## src/rtl/ml_enc_pkg.sv

```systemverilog
// Shared constants, state encoding and popcount helper for the 64-to-6 line encoder.
package ml_enc_pkg;

  localparam int unsigned N_LINES = 64;
  localparam int unsigned AW      = 6;

  typedef enum logic [1:0] {
    ST_IDLE = 2'd0,
    ST_SCAN = 2'd1,
    ST_DONE = 2'd2
  } state_e;

  // Number of set bits in a line vector (0..N_LINES).
  function automatic logic [AW:0] popcount(input logic [N_LINES-1:0] v);
    logic [AW:0] cnt;
    cnt = '0;
    for (int i = 0; i < int'(N_LINES); i++) begin
      cnt = cnt + (AW+1)'(v[i]);
    end
    return cnt;
  endfunction

endpackage

```

## src/rtl/prio_enc_64.sv

```systemverilog
// Combinational lowest-set-bit encoder.
//   vec     : input vector
//   idx     : index of the lowest set bit (0 when vec is zero)
//   one_hot : vec has exactly one bit set
module prio_enc_64
  import ml_enc_pkg::*;
(
  input  logic [N_LINES-1:0] vec,
  output logic [AW-1:0]      idx,
  output logic               one_hot
);

  // Scan from the top down so the lowest set bit wins.
  always_comb begin
    idx = '0;
    for (int i = int'(N_LINES) - 1; i >= 0; i--) begin
      if (vec[i]) idx = AW'(i);
    end
  end

  assign one_hot = (vec != '0) && ((vec & (vec - N_LINES'(1))) == '0);

endmodule

```

## src/rtl/ml_enc_64to6.sv

```systemverilog
// Sequential 64-to-6 line encoder: captures an active-low line vector on start
// and streams the index of every asserted line, lowest first, over valid/ready.
//   clk, rst_n     : clock, async active-low reset
//   line_n         : line vector, bit low = line asserted (sampled on accepted start)
//   start          : capture request, honoured only in IDLE
//   busy           : high in SCAN and DONE
//   addr_valid/ready, addr, addr_last : index stream
//   done           : one-cycle pulse at end of capture
//   hit_cnt, no_hit, multi_hit : result of the last capture
module ml_enc_64to6
  import ml_enc_pkg::*;
(
  input  logic               clk,
  input  logic               rst_n,
  input  logic [N_LINES-1:0] line_n,
  input  logic               start,
  output logic               busy,
  output logic               addr_valid,
  input  logic               addr_ready,
  output logic [AW-1:0]      addr,
  output logic               addr_last,
  output logic               done,
  output logic [AW:0]        hit_cnt,
  output logic               no_hit,
  output logic               multi_hit
);

  state_e             state_q, state_d;
  logic [N_LINES-1:0] pend_q, pend_d;
  logic [AW:0]        hit_cnt_q, hit_cnt_d;
  logic               no_hit_q, no_hit_d;
  logic               multi_hit_q, multi_hit_d;

  logic [AW-1:0]      low_idx;
  logic               low_one_hot;
  logic [N_LINES-1:0] cap_vec;
  logic [AW:0]        cap_cnt;

  prio_enc_64 u_prio (
    .vec     (pend_q),
    .idx     (low_idx),
    .one_hot (low_one_hot)
  );

  assign cap_vec = ~line_n;
  assign cap_cnt = popcount(cap_vec);

  // State and result registers.
  always_ff @(posedge clk or negedge rst_n) begin
    if (!rst_n) begin
      state_q     <= ST_IDLE;
      pend_q      <= '0;
      hit_cnt_q   <= '0;
      no_hit_q    <= 1'b0;
      multi_hit_q <= 1'b0;
    end else begin
      state_q     <= state_d;
      pend_q      <= pend_d;
      hit_cnt_q   <= hit_cnt_d;
      no_hit_q    <= no_hit_d;
      multi_hit_q <= multi_hit_d;
    end
  end

  // Next-state logic.
  always_comb begin
    state_d     = state_q;
    pend_d      = pend_q;
    hit_cnt_d   = hit_cnt_q;
    no_hit_d    = no_hit_q;
    multi_hit_d = multi_hit_q;
    case (state_q)
      ST_IDLE: begin
        if (start) begin
          pend_d      = cap_vec;
          hit_cnt_d   = cap_cnt;
          no_hit_d    = (cap_cnt == '0);
          multi_hit_d = (cap_cnt >= (AW+1)'(2));
          state_d     = (cap_vec != '0) ? ST_SCAN : ST_DONE;
        end
      end
      ST_SCAN: begin
        if (addr_ready) begin
          // Clear the lowest set bit, which is the index just transferred.
          pend_d = pend_q & (pend_q - N_LINES'(1));
          if (low_one_hot) state_d = ST_DONE;
        end
      end
      ST_DONE: begin
        state_d = ST_IDLE;
      end
      default: begin
        state_d = ST_IDLE;
        pend_d  = '0;
      end
    endcase
  end

  assign addr_valid = (state_q == ST_SCAN);
  assign busy       = (state_q == ST_SCAN) || (state_q == ST_DONE);
  assign done       = (state_q == ST_DONE);
  assign addr       = low_idx;
  assign addr_last  = low_one_hot;
  assign hit_cnt    = hit_cnt_q;
  assign no_hit     = no_hit_q;
  assign multi_hit  = multi_hit_q;

endmodule

```

## config.mk

```make
export PLATFORM = sky130hd
export DESIGN_NAME = ml_enc_64to6
export DESIGN_NICKNAME = d
export VERILOG_FILES = /design/src/rtl/ml_enc_pkg.sv /design/src/rtl/prio_enc_64.sv /design/src/rtl/ml_enc_64to6.sv
export SDC_FILE = /design/constraint.sdc
export NUM_CORES = 1
export LEC_CHECK = 0
export BUFFER_PORTS_ARGS = -buffer_cell sky130_fd_sc_hd__buf_2
export CORE_MARGIN = 8
export CORE_UTILIZATION = 30
export CTS_BUF_LIST = sky130_fd_sc_hd__clkbuf_8
export CTS_CLUSTER_SIZE = 30
export DETAILED_ROUTE_END_ITERATION = 16
export PLACE_DENSITY = 0.56
export SYNTH_ARGS = -nofsm -noshare
export SYNTH_HDL_FRONTEND = slang
export SYNTH_HIERARCHICAL = 1
export SYNTH_SLANG_ARGS = --single-unit
```

## constraint.sdc

```tcl
create_clock -name clk -period 3.4 [get_ports clk]
set_input_delay 0.34 -clock clk [delete_from_list [all_inputs] [get_ports clk]]
set_output_delay 0.34 -clock clk [all_outputs]
set_load 0.01 [all_outputs]
```

Word-level counts from Yosys, hierarchy flattened
Index checks and enable logic that the tools add are counted.
{ "classes": {"addsub": 64, "order_cmp": 1, "eq_ne": 5, "mux": 72, "n_bitwise": 3, "n_reduce_logical": 10} }
{ "op_table": {"columns": ["op", "count"], "rows": [
  ["7-bit by 1-bit adder with 7-bit output", 57],
  ["6-bit 2-to-1 mux", 64],
  ["64-bit one-hot mux with 3 select lines", 1],
  ["64-bit 2-to-1 mux", 2],
  ["64-bit nonzero test", 2],
  ["64-bit bitwise AND", 1],
  ["64-bit logical NOT", 1],
  ["64-bit NOT", 1],
  ["64-bit by 1-bit subtractor with 64-bit output (second input constant)", 1],
  ["2-bit 2-to-1 mux", 4],
  ["6-bit by 1-bit adder with 7-bit output", 1],
  ["7-bit by 2-bit >= comparator with 1-bit output (second input constant)", 1],
  ["7-bit logical NOT", 1],
  ["5-bit by 1-bit adder with 6-bit output", 1],
  ["3-bit AND reduction", 2],
  ["4-bit by 1-bit adder with 5-bit output", 1],
  ["3-bit by 1-bit adder with 4-bit output", 1],
  ["2-bit by 1-bit inequality test with 1-bit output (second input constant)", 2],
  ["2-bit one-hot mux with 2 select lines", 1],
  ["2-bit by 1-bit adder with 3-bit output", 1],
  ["1-bit by 1-bit adder with 2-bit output", 1],
  ["2-bit by 1-bit equality test with 1-bit output (second input constant)", 1],
  ["2-bit equality test (second input constant)", 1],
  ["2-bit logical NOT", 1],
  ["5 further kinds", 5]
]} }
{ "word_totals": {"ff_bits": 75} }

Longest topological paths before layout
{ "logic_depth": {"depth_word": 65, "depth_mapped": 21, "depth_no_buf": 21} }

Cells and area by module
The synthesis kept the hierarchy.
{ "modules_own_cells": {"columns": ["mod", "n_inst", "cells_per_inst", "area_per_inst_um2", "seq_area_each_um2"], "rows": [
  ["ml_enc_64to6", 1, 616, 5724.2, 1876.8],
  ["prio_enc_64", 1, 268, 1670.4, 0.0]
]} }

Least setup slack after synthesis
OpenSTA, ideal clock, no wires.
{ "synth_path": {"path_kind": "input-to-reg", "from": "input port line_n[41]", "to": "register no_hit_q (netlist: no_hit)", "setup_time_ns": 0.067, "arrival_time_ns": 5.851, "setup_slack_ns": -2.518, "path_stages": 21, "path_buffers": 0, "path_cell_list": "inv_1 > fa_1 > inv_1 > fa_1 > inv_1 > fa_1 > inv_1 > fa_1 > inv_1 > fa_1 > fa_1 > fa_1 > fa_1 > ha_1 > inv_1 > fa_1 > nand2b_1 > a21oi_1 > xor2_1 > nor4_1 > a32o_1"} }
{ "synth_between": {"elab_chain_len": 25} }
{ "synth_lines": {"columns": ["item", "line", "text"], "rows": [
  ["start: declaration", "ml_enc_64to6.sv:15", "input logic [N_LINES-1:0] line_n,"],
  ["64-bit NOT", "ml_enc_64to6.sv:45", "assign cap_vec = ~line_n;"],
  ["7-bit by 1-bit adder with 7-bit output (23 in series)", "ml_enc_pkg.sv:18", "cnt = cnt + (AW+1)'(v[i]);"],
  ["7-bit logical NOT", "ml_enc_64to6.sv:77", "no_hit_d = (cap_cnt == '0);"],
  ["end signal: assignment", "ml_enc_64to6.sv:60", "no_hit_q <= no_hit_d;"],
  ["end: declaration", "ml_enc_64to6.sv:31", "logic no_hit_q, no_hit_d;"]
]} }
Every way passes these cells.
A chain may end at the register's enable or synchronous reset.

Worst setup path in the final report
{ "layout_path": {"from": "input port line_n[53]", "to": "register no_hit_q (netlist: no_hit)"} }
{ "layout_between": {"elab_chain_len": 13} }
{ "layout_lines": {"columns": ["item", "line"], "rows": [
  ["64-bit NOT", "ml_enc_64to6.sv:45"],
  ["7-bit by 1-bit adder with 7-bit output (11 in series)", "ml_enc_pkg.sv:18"],
  ["7-bit logical NOT", "ml_enc_64to6.sv:77"]
]} }
Every way passes these cells.

==> flow_metrics.env <==
export IMPL_result_of_the_run="complete, but fails checks"
export IMPL_failed_checks="setup timing"
export IMPL_drtIter0Drc=612
export IMPL_placement_cell_area_mm2=0.00940
export IMPL_async_reset_ff_frac=1.00
export IMPL_finish_utilization=0.409
export IMPL_maxCapViolations=0
export IMPL_gp_routability_congestion=0.923
export IMPL_cts_buffers_inserted=9
export IMPL_initial_core_util=0.305
export IMPL_grtUsageTotal=0.192
export IMPL_worst_skew_pair_late_latency_ns=0.37
export IMPL_syn_area_per_cell_um2=8.36
export IMPL_floorplan_die_height_um=173
export IMPL_first_pass_iters=8
export IMPL_synth_fa_ha_area_frac=0.181
export IMPL_final_design_area_no_fill_mm2=0.00991
export IMPL_clock_path_buffers=2
export IMPL_max_stage_delay_ns=0.56
export IMPL_area_of_the_core_region_mm2=0.0242
export IMPL_grt_overflow_total=0
export IMPL_synth_area_mux_share=0.00457
export IMPL_synth_top_area_frac=0.254
export IMPL_dr_total_vias=8206
export IMPL_fmax_mhz=174
export IMPL_syn_cell_area_mm2=0.00739
export IMPL_grt_start_max_net_pins=76
export IMPL_final_cell_mix="177 x buf_4, 119 x inv_1, 80 x buf_2"
export IMPL_top_level_ports=87
export IMPL_rsz0062_at_grt="true"
export IMPL_combinational_family_with_the_most_area_after_synthesis="simple AND/OR/NAND/NOR gates"
export IMPL_cp_cell_sequence="buf_6, fa_1, inv_2, fa_2, fa_1, fa_1, inv_1, fa_1, inv_1, fa_1, fa_1, fa_1, ha_2, inv_2, fa_2, buf_4, xor2_2, nand4_1, nor4_2, a32o_1"
export IMPL_cp_required_ns=3.71
export IMPL_synth_seq_area_share=0.254
export IMPL_synthXorXnorAreaFrac=0.00474
export IMPL_crit_path_max_fo=2
export IMPL_timing_final_ws_setup_ns=-2.36
export IMPL_synth_edff_count=0
export IMPL_worst_path_buf_inv=6
export IMPL_fin_skew_ns=0.0205
export IMPL_floorplan_rows=57
export IMPL_clock_sink_count=75
export IMPL_setup_tns_ns=-19.16
export IMPL_htreeDepth=3
export IMPL_post_cts_hold_buffer_count=0
export IMPL_timing_worst_setup_path_type="input pin to register"
export IMPL_cpMostUsedCell="fa_1"
export IMPL_avgRoutedWirePerCell_um=20.1
export IMPL_tightestPinTransition_ns=1.01
export IMPL_worst_path_dominant_cell_family="adder cells"
export IMPL_syn_to_final_growth_pct=34.0
export IMPL_period_share=1.69
export IMPL_postSynthNetCount=1025
export IMPL_chipWidth_um=173
export IMPL_ys_ff_latch=75
export IMPL_via_per_inst=5.61
export IMPL_final_common_cell="buf_4"
export IMPL_worst_setup_path_start_kind="input pin"
export IMPL_crit_arrival_ns=6.07
export IMPL_synth_largest_area_cell="dfrtp_1"
export IMPL_synth_compound_area_frac=0.234
export IMPL_cts_tree="yes"
export IMPL_via_count_of_the_first_global_routing_pass=8209
export IMPL_pre_cts_slack_ns=-2.87
export IMPL_n_fill_cell=2515
export IMPL_route_antenna_remaining_nets=0
export IMPL_final_net_count=1274
export IMPL_finalSetupViolCount=10
export IMPL_drt_total_wl_um=29400
export IMPL_min_path_type="input pin to asynchronous set/reset pin"
export IMPL_r2r_slack_ns=0.09
export IMPL_synthesis_instances=884
export IMPL_port_buffers=86
export IMPL_clk_pin_slew_ns=0.09
export IMPL_synthSimpleGateAreaFrac=0.242
export IMPL_number_of_antenna_violations_at_the_first_check_in_global_routing=0
export IMPL_wire_length_of_the_first_global_routing_pass_um=45900
export IMPL_timing_max_transition_violations_final=0
export IMPL_layout_drive_gt1_share=0.301
export IMPL_synthDistinctLibCells=70
export IMPL_worst_setup_path_end_kind="register"
export IMPL_ys_top_cells_by_area="dfrtp_1 25%, fa_1 15%, inv_1 6.3%"
export IMPL_insertedDiodeCount=0
export IMPL_place_hpwl_um=23900
export IMPL_synth_yosys_warnings=6
export IMPL_postSynth_topFlopCell="dfrtp_1"
export IMPL_number_of_failing_hold_endpoints_at_the_final_stage=0
export IMPL_crit_path_top_delay_cell="fa_1"
export IMPL_drc=0
export IMPL_root_buffer="clkbuf_8"
export IMPL_max_slew_margin=0.329
export IMPL_final_min_clock_period_ns=5.76
export IMPL_die_area_mm2=0.0299
Yosys cell counts, drive strengths merged (19+ instances only):
library cell,n
nor3,27
inv,125
nor2,67
o21ai,81
nand2,69
or4,22
dfrtp,75
nor4,46
ha,19
a21oi,41
nand4,28
clkbuf,22
fa,54
worst register-to-register path, cell delays in order, from the launching register on:
cell and delay, ns:
dfrtp_2 0.46, or4_4 0.56, o32a_1 0.40, a2111oi_4 0.31, o2111ai_2 0.20, a2111oi_4 0.24, and3_1 0.19, and4_4 0.25
buf_4 0.13, nand2_1 0.07, a21oi_1 0.15, nor2_1 0.06, nor2b_1 0.11, o2bb2ai_1 0.11
registers in the layout, summed over array words and instances (netlist names):
signal and flops:
multi_hit 1, no_hit 1, pend_q 64, state_q 2, hit_cnt 7
final timing paths:
| check | cells after the start | from | to |
|---|---|---|---|
| worst max-delay path | 20 | line_n[53] | no_hit |
| worst min-delay path | 1 | rst_n | pend_q[52] |
| worst max register to register | 13 | pend_q[0] | state_q[1] |
| worst min register to register | 2 | hit_cnt[0] | hit_cnt[0] |
| max in group asynchronous | 1 | rst_n | pend_q[3] |
| min in group clk | 2 | line_n[2] | pend_q[2] |
cells by family after synthesis:
| family | count (synthesis) |
|---|---|
| AO/OA/AOI/OAI | 254 |
| multiplexers | 3 |
| adder cells (fa/ha/maj) | 75 |
| buffers and inverters | 153 |
| XOR/XNOR | 4 |
| flip-flops | 75 |
| AND/OR/NAND/NOR | 320 |
metal layers:
| metal | share of wire | vias to the layer above | wire length, um | global-route usage |
|---|---|---|---|---|
| met1 | 0.41 | 3988 | 12200 | 0.250 |
| met4 | 0.039 | 0 | 1140 | 0.0780 |
| met3 | 0.079 | 68 | 2330 | 0.0322 |
| li1 | - | 3736 | - | - |
| met5 | 0 | - | 0 | 0 |
| met2 | 0.47 | 414 | 13800 | 0.312 |
metrics by stage:
stage | cells | hold WS, ns
after floorplan | 884 | 0.0444
after global placement | 1432 | 0.473
after detailed placement | 1432 | 0.480
after CTS | 1457 | 0.166
after global routing | 1462 | 0.189
final | 1462 | 0.114
timing repair:
action,CTS,global route
setup buffers,11,5
pin swaps,10,20
resized for setup,22,20
endpoints found under the setup margin,11,12
final cells by class:
type / instances / area [um2] / area share
multi-input combinational: 656 / 5080 / 0.513
sequential: 75 / 1880 / 0.190
timing repair buffer: 266 / 1840 / 0.186
inverter: 125 / 477 / 0.0481
tap: 324 / 405 / 0.0409
clock buffer: 10 / 138 / 0.0139
clock inverter: 6 / 81.3 / 0.00821
Power is not shown: default switching activity piles up to over one toggle a cycle in this logic, so the estimate is an artifact.
